### src/rtl/ir_array_tracker.sv
// Multi-channel IR reflectance tracker: a shared charge/decay scan with a per-channel decay
// timer, hysteresis classification, debounced black state and black-entry counters.
module ir_array_tracker #(
   parameter int CHANNELS      = 4,
   parameter int TIMEOUT       = 32768,
   parameter int TIME_W        = 16,
   parameter int CHARGE_CYCLES = 500,
   parameter int THRESH_BLACK  = 2000,
   parameter int THRESH_WHITE  = 1000,
   parameter int DEBOUNCE      = 3,
   parameter int COUNT_W       = 8
) (
   input  logic                        clock,
   input  logic                        reset,
   input  logic                        enable,
   input  logic                        clear_counts,
   input  logic [CHANNELS-1:0]         inSignal,
   output logic                        outSignal,
   output logic [CHANNELS-1:0]         hayNegro,
   output logic [CHANNELS*COUNT_W-1:0] conteo,
   output logic [CHANNELS*TIME_W-1:0]  tiempo,
   output logic [CHANNELS-1:0]         count_ovf,
   output logic                        sample_valid
);

   localparam int CHG_W = (CHARGE_CYCLES > 1) ? $clog2(CHARGE_CYCLES) : 1;
   localparam int DB_W  = (DEBOUNCE > 1) ? $clog2(DEBOUNCE) : 1;
   localparam logic [TIME_W-1:0] T_LAST   = TIME_W'(TIMEOUT - 1);
   localparam logic [CHG_W-1:0]  CHG_LAST = CHG_W'(CHARGE_CYCLES - 1);
   localparam logic [DB_W-1:0]   DB_LAST  = DB_W'(DEBOUNCE - 1);

   typedef enum logic [1:0] {
      S_IDLE    = 2'd0,
      S_CHARGE  = 2'd1,
      S_MEASURE = 2'd2,
      S_EVAL    = 2'd3
   } state_t;

   state_t                     r_state;
   state_t                     w_state_nxt;
   logic [CHANNELS-1:0]        r_sync1;
   logic [CHANNELS-1:0]        r_sync2;
   logic [CHG_W-1:0]           r_chg_cnt;
   logic [TIME_W-1:0]          r_timer;
   logic [CHANNELS-1:0]        r_capd;
   logic [TIME_W-1:0]          r_cap [CHANNELS];
   logic [CHANNELS-1:0]        w_cap_now;
   logic                       w_cap_all;
   logic                       r_out;
   logic                       w_out_nxt;
   logic                       r_sv;
   logic                       w_sv_nxt;
   logic [CHANNELS-1:0]        r_raw;
   logic [CHANNELS-1:0]        w_raw_nxt;
   logic [DB_W-1:0]            r_db [CHANNELS];
   logic [DB_W-1:0]            w_db_nxt [CHANNELS];
   logic [CHANNELS-1:0]        r_hay;
   logic [CHANNELS-1:0]        w_hay_nxt;
   logic [CHANNELS*COUNT_W-1:0] r_conteo;
   logic [CHANNELS*COUNT_W-1:0] w_conteo_nxt;
   logic [CHANNELS-1:0]        r_ovf;
   logic [CHANNELS-1:0]        w_ovf_nxt;
   logic [CHANNELS*TIME_W-1:0] r_tiempo;

   assign outSignal    = r_out;
   assign hayNegro     = r_hay;
   assign conteo       = r_conteo;
   assign tiempo       = r_tiempo;
   assign count_ovf    = r_ovf;
   assign sample_valid = r_sv;

   // Two-flop synchroniser on the raw sensor lines
   always_ff @(posedge clock or negedge reset) begin
      if (!reset) begin
         r_sync1 <= '0;
         r_sync2 <= '0;
      end else begin
         r_sync1 <= inSignal;
         r_sync2 <= r_sync1;
      end
   end

   always_ff @(posedge clock or negedge reset) begin
      if (!reset) begin
         r_state <= S_IDLE;
      end else begin
         r_state <= w_state_nxt;
      end
   end

   always_comb begin
      w_state_nxt = r_state;
      case (r_state)
         S_IDLE: begin
            if (enable) w_state_nxt = S_CHARGE;
            else        w_state_nxt = S_IDLE;
         end
         S_CHARGE: begin
            if (r_chg_cnt == CHG_LAST) w_state_nxt = S_MEASURE;
            else                       w_state_nxt = S_CHARGE;
         end
         S_MEASURE: begin
            if (w_cap_all) w_state_nxt = S_EVAL;
            else           w_state_nxt = S_MEASURE;
         end
         S_EVAL: begin
            if (enable) w_state_nxt = S_CHARGE;
            else        w_state_nxt = S_IDLE;
         end
         default: w_state_nxt = S_IDLE;
      endcase
   end

   // Drive is registered from the next state so it is high exactly during CHARGE
   always_comb begin
      w_out_nxt = 1'b0;
      w_sv_nxt  = 1'b0;
      if (w_state_nxt == S_CHARGE) w_out_nxt = 1'b1;
      else                         w_out_nxt = 1'b0;
      if (r_state == S_EVAL) w_sv_nxt = 1'b1;
      else                   w_sv_nxt = 1'b0;
   end

   always_ff @(posedge clock or negedge reset) begin
      if (!reset) begin
         r_out <= 1'b0;
         r_sv  <= 1'b0;
      end else begin
         r_out <= w_out_nxt;
         r_sv  <= w_sv_nxt;
      end
   end

   // At the last timer value every remaining channel is forced to capture TIMEOUT-1
   always_comb begin
      w_cap_now = '0;
      for (int i = 0; i < CHANNELS; i++) begin
         if (r_state == S_MEASURE && !r_capd[i] && (!r_sync2[i] || r_timer == T_LAST))
            w_cap_now[i] = 1'b1;
         else
            w_cap_now[i] = 1'b0;
      end
      w_cap_all = &(r_capd | w_cap_now);
   end

   always_ff @(posedge clock or negedge reset) begin
      if (!reset) begin
         r_chg_cnt <= '0;
         r_timer   <= '0;
         r_capd    <= '0;
         for (int i = 0; i < CHANNELS; i++) r_cap[i] <= '0;
      end else begin
         if (r_state == S_CHARGE) r_chg_cnt <= r_chg_cnt + CHG_W'(1);
         else                     r_chg_cnt <= '0;
         if (r_state == S_MEASURE) begin
            r_timer <= r_timer + TIME_W'(1);
            r_capd  <= r_capd | w_cap_now;
         end else begin
            r_timer <= '0;
            r_capd  <= '0;
         end
         for (int i = 0; i < CHANNELS; i++) begin
            if (w_cap_now[i]) r_cap[i] <= r_timer;
         end
      end
   end

   // Per-channel classification, debounce and counting; clear_counts overrides increments
   always_comb begin
      w_raw_nxt    = r_raw;
      w_hay_nxt    = r_hay;
      w_db_nxt     = r_db;
      w_conteo_nxt = r_conteo;
      w_ovf_nxt    = r_ovf;
      if (r_state == S_EVAL) begin
         for (int i = 0; i < CHANNELS; i++) begin
            if (int'(r_cap[i]) >= THRESH_BLACK)     w_raw_nxt[i] = 1'b1;
            else if (int'(r_cap[i]) < THRESH_WHITE) w_raw_nxt[i] = 1'b0;
            else                                    w_raw_nxt[i] = r_raw[i];
            if (w_raw_nxt[i] != r_hay[i]) begin
               if (r_db[i] == DB_LAST) begin
                  w_db_nxt[i]  = '0;
                  w_hay_nxt[i] = w_raw_nxt[i];
                  if (w_raw_nxt[i]) begin
                     w_conteo_nxt[i*COUNT_W +: COUNT_W] = r_conteo[i*COUNT_W +: COUNT_W] + COUNT_W'(1);
                     if (r_conteo[i*COUNT_W +: COUNT_W] == {COUNT_W{1'b1}}) w_ovf_nxt[i] = 1'b1;
                     else                                                   w_ovf_nxt[i] = r_ovf[i];
                  end else begin
                     w_conteo_nxt[i*COUNT_W +: COUNT_W] = r_conteo[i*COUNT_W +: COUNT_W];
                  end
               end else begin
                  w_db_nxt[i] = r_db[i] + DB_W'(1);
               end
            end else begin
               w_db_nxt[i] = '0;
            end
         end
      end else begin
         w_raw_nxt = r_raw;
      end
      if (clear_counts) begin
         w_conteo_nxt = '0;
         w_ovf_nxt    = '0;
      end else begin
         w_ovf_nxt = w_ovf_nxt;
      end
   end

   always_ff @(posedge clock or negedge reset) begin
      if (!reset) begin
         r_raw    <= '0;
         r_hay    <= '0;
         r_conteo <= '0;
         r_ovf    <= '0;
         r_tiempo <= '0;
         for (int i = 0; i < CHANNELS; i++) r_db[i] <= '0;
      end else begin
         r_raw    <= w_raw_nxt;
         r_hay    <= w_hay_nxt;
         r_conteo <= w_conteo_nxt;
         r_ovf    <= w_ovf_nxt;
         for (int i = 0; i < CHANNELS; i++) begin
            r_db[i] <= w_db_nxt[i];
            if (r_state == S_EVAL) r_tiempo[i*TIME_W +: TIME_W] <= r_cap[i];
         end
      end
   end

endmodule

### config.mk
export PLATFORM = sky130hd
export DESIGN_NAME = ir_array_tracker
export DESIGN_NICKNAME = d
export VERILOG_FILES = /design/src/rtl/ir_array_tracker.sv
export SDC_FILE = /design/constraint.sdc
export NUM_CORES = 1
export LEC_CHECK = 0
export CORE_MARGIN = 2
export CORE_UTILIZATION = 42
export CTS_BUF_LIST = sky130_fd_sc_hd__clkbuf_4 sky130_fd_sc_hd__clkbuf_8
export CTS_CLUSTER_SIZE = 16
export DETAILED_ROUTE_END_ITERATION = 12
export GPL_ROUTABILITY_DRIVEN = 0
export PLACE_DENSITY = 0.65
export SYNTH_ARGS = -nofsm -noshare
export SYNTH_HDL_FRONTEND = slang
export SYNTH_SLANG_ARGS = --single-unit
### constraint.sdc
create_clock -name clock -period 2.1 [get_ports clock]
set_input_delay 0.42 -clock clock [delete_from_list [all_inputs] [get_ports clock]]
set_output_delay 0.42 -clock clock [all_outputs]
set_load 0.01 [all_outputs]
==> run_results.csv, run 1 <==
group,metric,value,unit
synth,syn_inst,732,
die,core-area,0.0219,mm^2
hold_path,worstHoldPathCells,1,
synth,seq_area_frac_synth,0.587,
clocking,cts_buffers,38,
worst_setup_path,r2r_slack,20,ps
sta,period_share,0.988,
power_and_ir_drop,peakVddDrop,0.000568,V
worst_setup_path,rr_worst_depth,7,
synth,yosysWarnings,0,
sta,rsz0062_at_grt,"yes",
placement,io_buffers,113,
die,die_x,154,um
die,dieArea,0.0236,mm^2
clocking,cts_buffer_depth,3,
synth,synth_commonest_cells,"221 x dfrtp_1, 82 x mux2_2, 47 x nor2_1, 38 x a21oi_1, 36 x mux2_4",
drt,drc,0,
worst_setup_path,endpoint_kind,"register",
drt,drtIter0Drc,247,
synth,yosysTopAreaCell,"dfrtp_1",
clocking,cts_tree,"built",
sta,slew_viol_final,0,
worst_setup_path,setup.worst_path.start_class,"register",
sta,max_freq,482,MHz
drt,drtAntennaViolNets,0,
worst_setup_path,critPathRequiredTime,2490,ps
sta,whs,339,ps
die,pin_count,114,
synth,synthSimpleGateAreaFrac,0.101,
global_route,grt_pass1_vias,6297,
placement,post_dp_cell_area,0.0112,mm^2
worst_setup_path,critical_path_class,"reg2reg",
synth,synth_top_family_by_area,"multiplexers",
worst_setup_path,cp_max_fo,7,
synth,synth_edf_count,0,
drt,wirelength,20500,um
power_and_ir_drop,leakagePower,5.65,nW
global_route,grt_use_total,0.174,
layout,nNetsFinal,927,
synth,ys.flop_type,"dfrtp_1",
synth,async_flop_share,1.00,
sta,slew_headroom,0.611,
synth,synth_top_area_frac,0.587,
worst_setup_path,reg2reg_to,"r_cap[22]",
layout,area_growth,28.4,%
sta,setup-violations-final,0,
sta,worst_clock_skew,15.0,ps
synth,synth_compound_area_frac,0.0703,
global_route,grt_overflow,0,
hold_path,hold_path.class,"in2reg",
global_route,grt_antenna_before_repair,0,
power_and_ir_drop,power.density,703,mW/mm^2
synth,syn_nets,749,
clocking,clkTransAtPathRegs,60,ps
layout,layout-drive-gt1-share,0.277,
hold_path,min_to,"r_sync1[3]",
drt,vias,6223,
clocking,clkSinkCount,221,
run,drv_cap,0,
sta,worst_slew_pin_slew,583,ps
drt,viasPerCell,5.13,
worst_setup_path,crit_arrival,2470,ps
synth,ys_seq_elements,221,
status,outcome,"finished, final reports clean",
worst_setup_path,rr_startpoint,"r_timer[1]",
synth,yosys.area_share.xor_xnor,0.0298,
synth,syn_area,0.00942,mm^2
die,fp.dieH,154,um
drt,routedWlPerCell,16.9,um
synth,yosysUniqueCellTypes,49,
synth,synth-adder-area-share,0.0120,
layout,antenna_cells,0,
clocking,htree_levels,2,
synth,synth_area_leaders,"dfrtp_1 59%, mux2_2 9.8%, mux2_4 5.7%, xor2_1 2.2%, a21oi_1 2.0%",
die,rows,54,
die,start_util,0.430,
global_route,grt_pass1_wl,33400,um
synth,synth.area.mux_share,0.167,
clocking,clk_latency,520,ps
clocking,cts_root_buf,"clkbuf_8",
sta,min_period,2080,ps
drt,drt_pass1_iterations,4,
layout,design_area,0.0121,mm^2
placement,dp.final_hpwl,13900,um
sta,hold_violations,0,
synth,avgSynthCellArea,12.9,um^2
global_route,grt_max_degree,71,
hold_path,min-delay-start,"inSignal[3]",
synth,synth_most_common_cell,"dfrtp_1",
## metrics by stage
stage	util	setup WS, ps	std cells	total power (W)	TNS, ps
2_1_floorplan	-	-75.5	732	0.00452	-2710
3_3_place_gp	0.511	14.0	1143	0.00468	0
3_5_place_dp	0.511	16.1	1143	0.00468	0
4_1_cts	0.547	5.98	1208	0.00863	0
5_1_grt	0.552	-13.4	1214	0.00886	-59.4
6_report	0.552	24.2	1214	0.00850	0
## flip-flops by register name (all words and copies together) (netlist names)
register / cells
conteo: 32
count_ovf: 4
hayNegro: 4
outSignal: 1
r_cap: 64
r_capd: 4
r_chg_cnt: 9
r_db: 8
r_raw: 4
r_state: 2
r_sync1: 4
r_sync2: 4
r_timer: 16
sample_valid: 1
tiempo: 64
## placed cells by master (no fill, tap or decap), types with 5 or more instances in the layout
master and instances:
clkbuf_8 47, nand2b_1 6, o211ai_1 5, xnor2_1 8, inv_1 19, o21ai_0 31
a21oi_1 37, o31ai_1 10, nand3b_1 6, nand4_1 10, nor2b_1 6, nor4_1 5
clkbuf_4 14, or3_1 18, nor2_1 45, nor3_1 6, mux2_2 82, and2_1 7
buf_12 10, ha_1 7, xor2_1 24, nand2_1 29, nand3_1 19, clkdlybuf4s50_1 112
dfrtp_1 221, and3_1 7, mux2_4 38, buf_4 45
## worst max-delay path: stages, from the launching register on
cell and delay (ps):
dfrtp_1 360, ha_2 180, and3_4 200, nand3_4 60, or2_4 300, a211o_4 390, clkbuf_16 170, mux2_4 280
## worst max-delay path by stage
stage                    start    endpoint  slack [ps]  cells after the start
floorplan           r_timer[0]   r_cap[22]         -80                      9
global placement     r_cap[42]  conteo[13]          10                      6
detailed placement  r_timer[1]   r_cap[21]          20                      7
CTS                  r_cap[42]  conteo[13]           6                      6
global route        r_timer[1]   r_cap[21]         -10                      7
finish              r_timer[1]   r_cap[22]          20                      7
## area by class of cell
class,instances,area [um^2]
clock buffer,61,752
clock inverter,3,17.5
fill,1862,9800
inverter,19,71.3
multi-input combinational,459,3650
sequential,221,5530
tap,280,350
timing repair buffer,171,1720
## report_power, final
| group | internal, W | total, W | switching (W) |
|---|---|---|---|
| Combinational | 0.0000991 | 0.000244 | 0.000145 |
| Clock | 0.00225 | 0.00390 | 0.00165 |
| Sequential | 0.00431 | 0.00436 | 0.0000454 |
## what timing repair did
action / in CTS / in global routing
buffers inserted: 0 / 5
hold buffers: 1 / 0
pin swaps: 0 / 7
endpoints found under the setup margin: 1 / 22
cloned: 0 / 1
gates resized for setup: 1 / 14
hold endpoints to repair: 63 / 0
## per-layer routing
metal  up-vias  wire [um]  global-route usage
met2       143       9330               0.269
met4         0        475              0.0577
met3        45       1000              0.0324
li1       2952          -                   -
met1      3083       9670               0.248
met5         -          0                   0
## logic make-up after synthesis
logic type	after synthesis
compound gates	110
xor+xnor	32
fa+ha+maj	9
buf+inv	52
flops	221
mux	128
simple gates	180
Note: power is estimated with default switching activity, not from simulation.
==> run 2: changes to the inputs <==
--- a/config.mk
+++ b/config.mk
@@ -11,7 +11,7 @@
 export CTS_CLUSTER_SIZE = 16
 export DETAILED_ROUTE_END_ITERATION = 12
 export GPL_ROUTABILITY_DRIVEN = 0
-export PLACE_DENSITY = 0.65
+export PLACE_DENSITY = 0.64
 export SYNTH_ARGS = -nofsm -noshare
 export SYNTH_HDL_FRONTEND = slang
 export SYNTH_SLANG_ARGS = --single-unit
==> run_results.csv, run 2 (synthesis results as in run 1) <==
group,metric,value,unit
status,outcome,"finished, final reports clean",
power_and_ir_drop,p_total,0.00878,W
sta,slew_headroom,0.555,
layout,nNetsFinal,920,
placement,pre_cts_ws,58.7,ps
placement,dp.final_hpwl,13500,um
sta,worst_clock_skew,11.4,ps
layout,stdcell_count,1213,
clocking,htree_levels,2,
drt,drt_pass1_iterations,4,
sta,min_period,2030,ps
sta,max_freq,494,MHz
die,fp.dieH,154,um
worst_setup_path,worstSetupEndpoint,"hayNegro[2]",
worst_setup_path,rr_worst_depth,7,
clocking,clk_latency,530,ps
clocking,cts_root_buf,"clkbuf_8",
drt,viasPerCell,5.12,
layout,multi_input_area,0.00362,mm^2
power_and_ir_drop,power.density,727,mW/mm^2
worst_setup_path,cp_slowest_cell,"clkdlybuf4s50_1",
drt,drtAntennaViolNets,0,
drt,drtIter0Drc,260,
die,dieArea,0.0236,mm^2
drt,routedWlPerCell,16.7,um
sta,slew_viol_final,0,
clocking,cts_buffers,39,
worst_setup_path,crit_arrival,1610,ps
worst_setup_path,r2r_slack,80,ps
sta,period_share,0.964,
layout,n_fill_cell,1890,
hold_path,hold_path.class,"in2reg",
clocking,cts_tree,"built",
run,drv_cap,0,
worst_setup_path,critPathRequiredTime,1680,ps
sta,timing.final.ws_setup,74.8,ps
clocking,clkTransAtPathRegs,60,ps
die,rows,54,
worst_setup_path,cp_max_fo,5,
die,pin_count,114,
worst_setup_path,critPathMaxStageDelay,590,ps
layout,post-route-util,0.552,
worst_setup_path,endpoint_kind,"output port",
drt,vias,6208,
sta,setup-violations-final,0,
global_route,grt_use_total,0.178,
worst_setup_path,cp_num_buf_inv,1,
worst_setup_path,rr_startpoint,"r_timer[1]",
placement,io_buffers,113,
global_route,grt_antenna_before_repair,0,
drt,wirelength,20200,um
global_route,grt_overflow,0,
layout,layout-drive-gt1-share,0.270,
worst_setup_path,worstSetupStartpoint,"hayNegro[2]",
sta,worst_slew_pin_slew,667,ps
global_route,grt_pass1_vias,6367,
die,core-area,0.0219,mm^2
layout,antenna_cells,0,
sta,hold_violations,0,
layout,area_growth,28.2,%
worst_setup_path,reg2reg_to,"r_cap[14]",
global_route,grt_pass1_wl,34000,um
layout,final_common_cell,"dfrtp_1",
worst_setup_path,setup.worst_path.start_class,"register",
power_and_ir_drop,leakagePower,5.63,nW
layout,seq_area,0.00553,mm^2
die,die_x,154,um
clocking,clkSinkCount,221,
die,start_util,0.430,
placement,dp_cells,1137,
global_route,grt_max_degree,54,
sta,setup-tns-final,0,ps
power_and_ir_drop,peakVddDrop,0.000544,V
worst_setup_path,path_depth,1,
clocking,cts_buffer_depth,3,
worst_setup_path,crit_family,"buffers and inverters",
layout,most-common-layout-cells,"221 x dfrtp_1, 112 x clkdlybuf4s50_1, 82 x mux2_2, 53 x clkbuf_8, 45 x nor2_1",
worst_setup_path,path_cells,"clkdlybuf4s50_1",
drt,drc,0,
worst_setup_path,critical_path_class,"reg2out",
==> run 2: cell count changes in the layout (fill, tap and decap cells not counted), moves of 2 or more <==
cell / delta
clkinvlp_4: +2
mux2_4: -2
mux2_1: +2
clkbuf_4: -3
buf_4: -6
a211oi_2: -2
clkinv_2: +2
clkbuf_8: +6
a211oi_1: +2
==> run 2: what timing repair did <==
item	in CTS	in global routing
hold endpoints to repair	49	0
setup endpoints to repair	0	31
buffers inserted	0	3
gates resized for setup	0	8
hold buffers	1	0
==> run 2: area by class of cell <==
cell class,instances,share of cell area
clock inverters,7,0.00352
repair buffers,163,0.136
inverters,19,0.00591
multi-input cells,459,0.300
clock buffers,64,0.0673
flip-flops and latches,221,0.458
well taps,280,0.0290
==> run 2: stage by stage <==
step / hold slack (ps) / instance area (um^2)
6_report: 327 / 12100
2_1_floorplan: 124 / 9420
4_1_cts: 293 / 12000
3_5_place_dp: 335 / 11100
3_3_place_gp: 336 / 11100
5_1_grt: 308 / 12100
==> run 2: layer usage <==
metal  routed length (um)  GRT usage
met1                 9680      0.252
met3                  878     0.0324
met5                    0          0
met2                 9330      0.278
met4                  354     0.0581
==> run 2: how the worst min path moves through the flow <==
stage               cells past startpoint        start  slack (ps)         end
floorplan                               0        reset         120   conteo[0]
global placement                        0   r_sync1[0]         340  r_sync2[0]
detailed placement                      0   r_sync1[0]         330  r_sync2[0]
CTS                                     1  inSignal[2]         290  r_sync1[2]
global route                            1  inSignal[1]         310  r_sync1[1]
finish                                  1  inSignal[2]         330  r_sync1[2]
==> run 2: where the power goes <==
part | leakage, nW | switching (W) | internal, W
clock network | 0.448 | 0.00174 | 0.00245
registers | 3.05 | 0.0000430 | 0.00431
logic | 2.13 | 0.000144 | 0.0000940
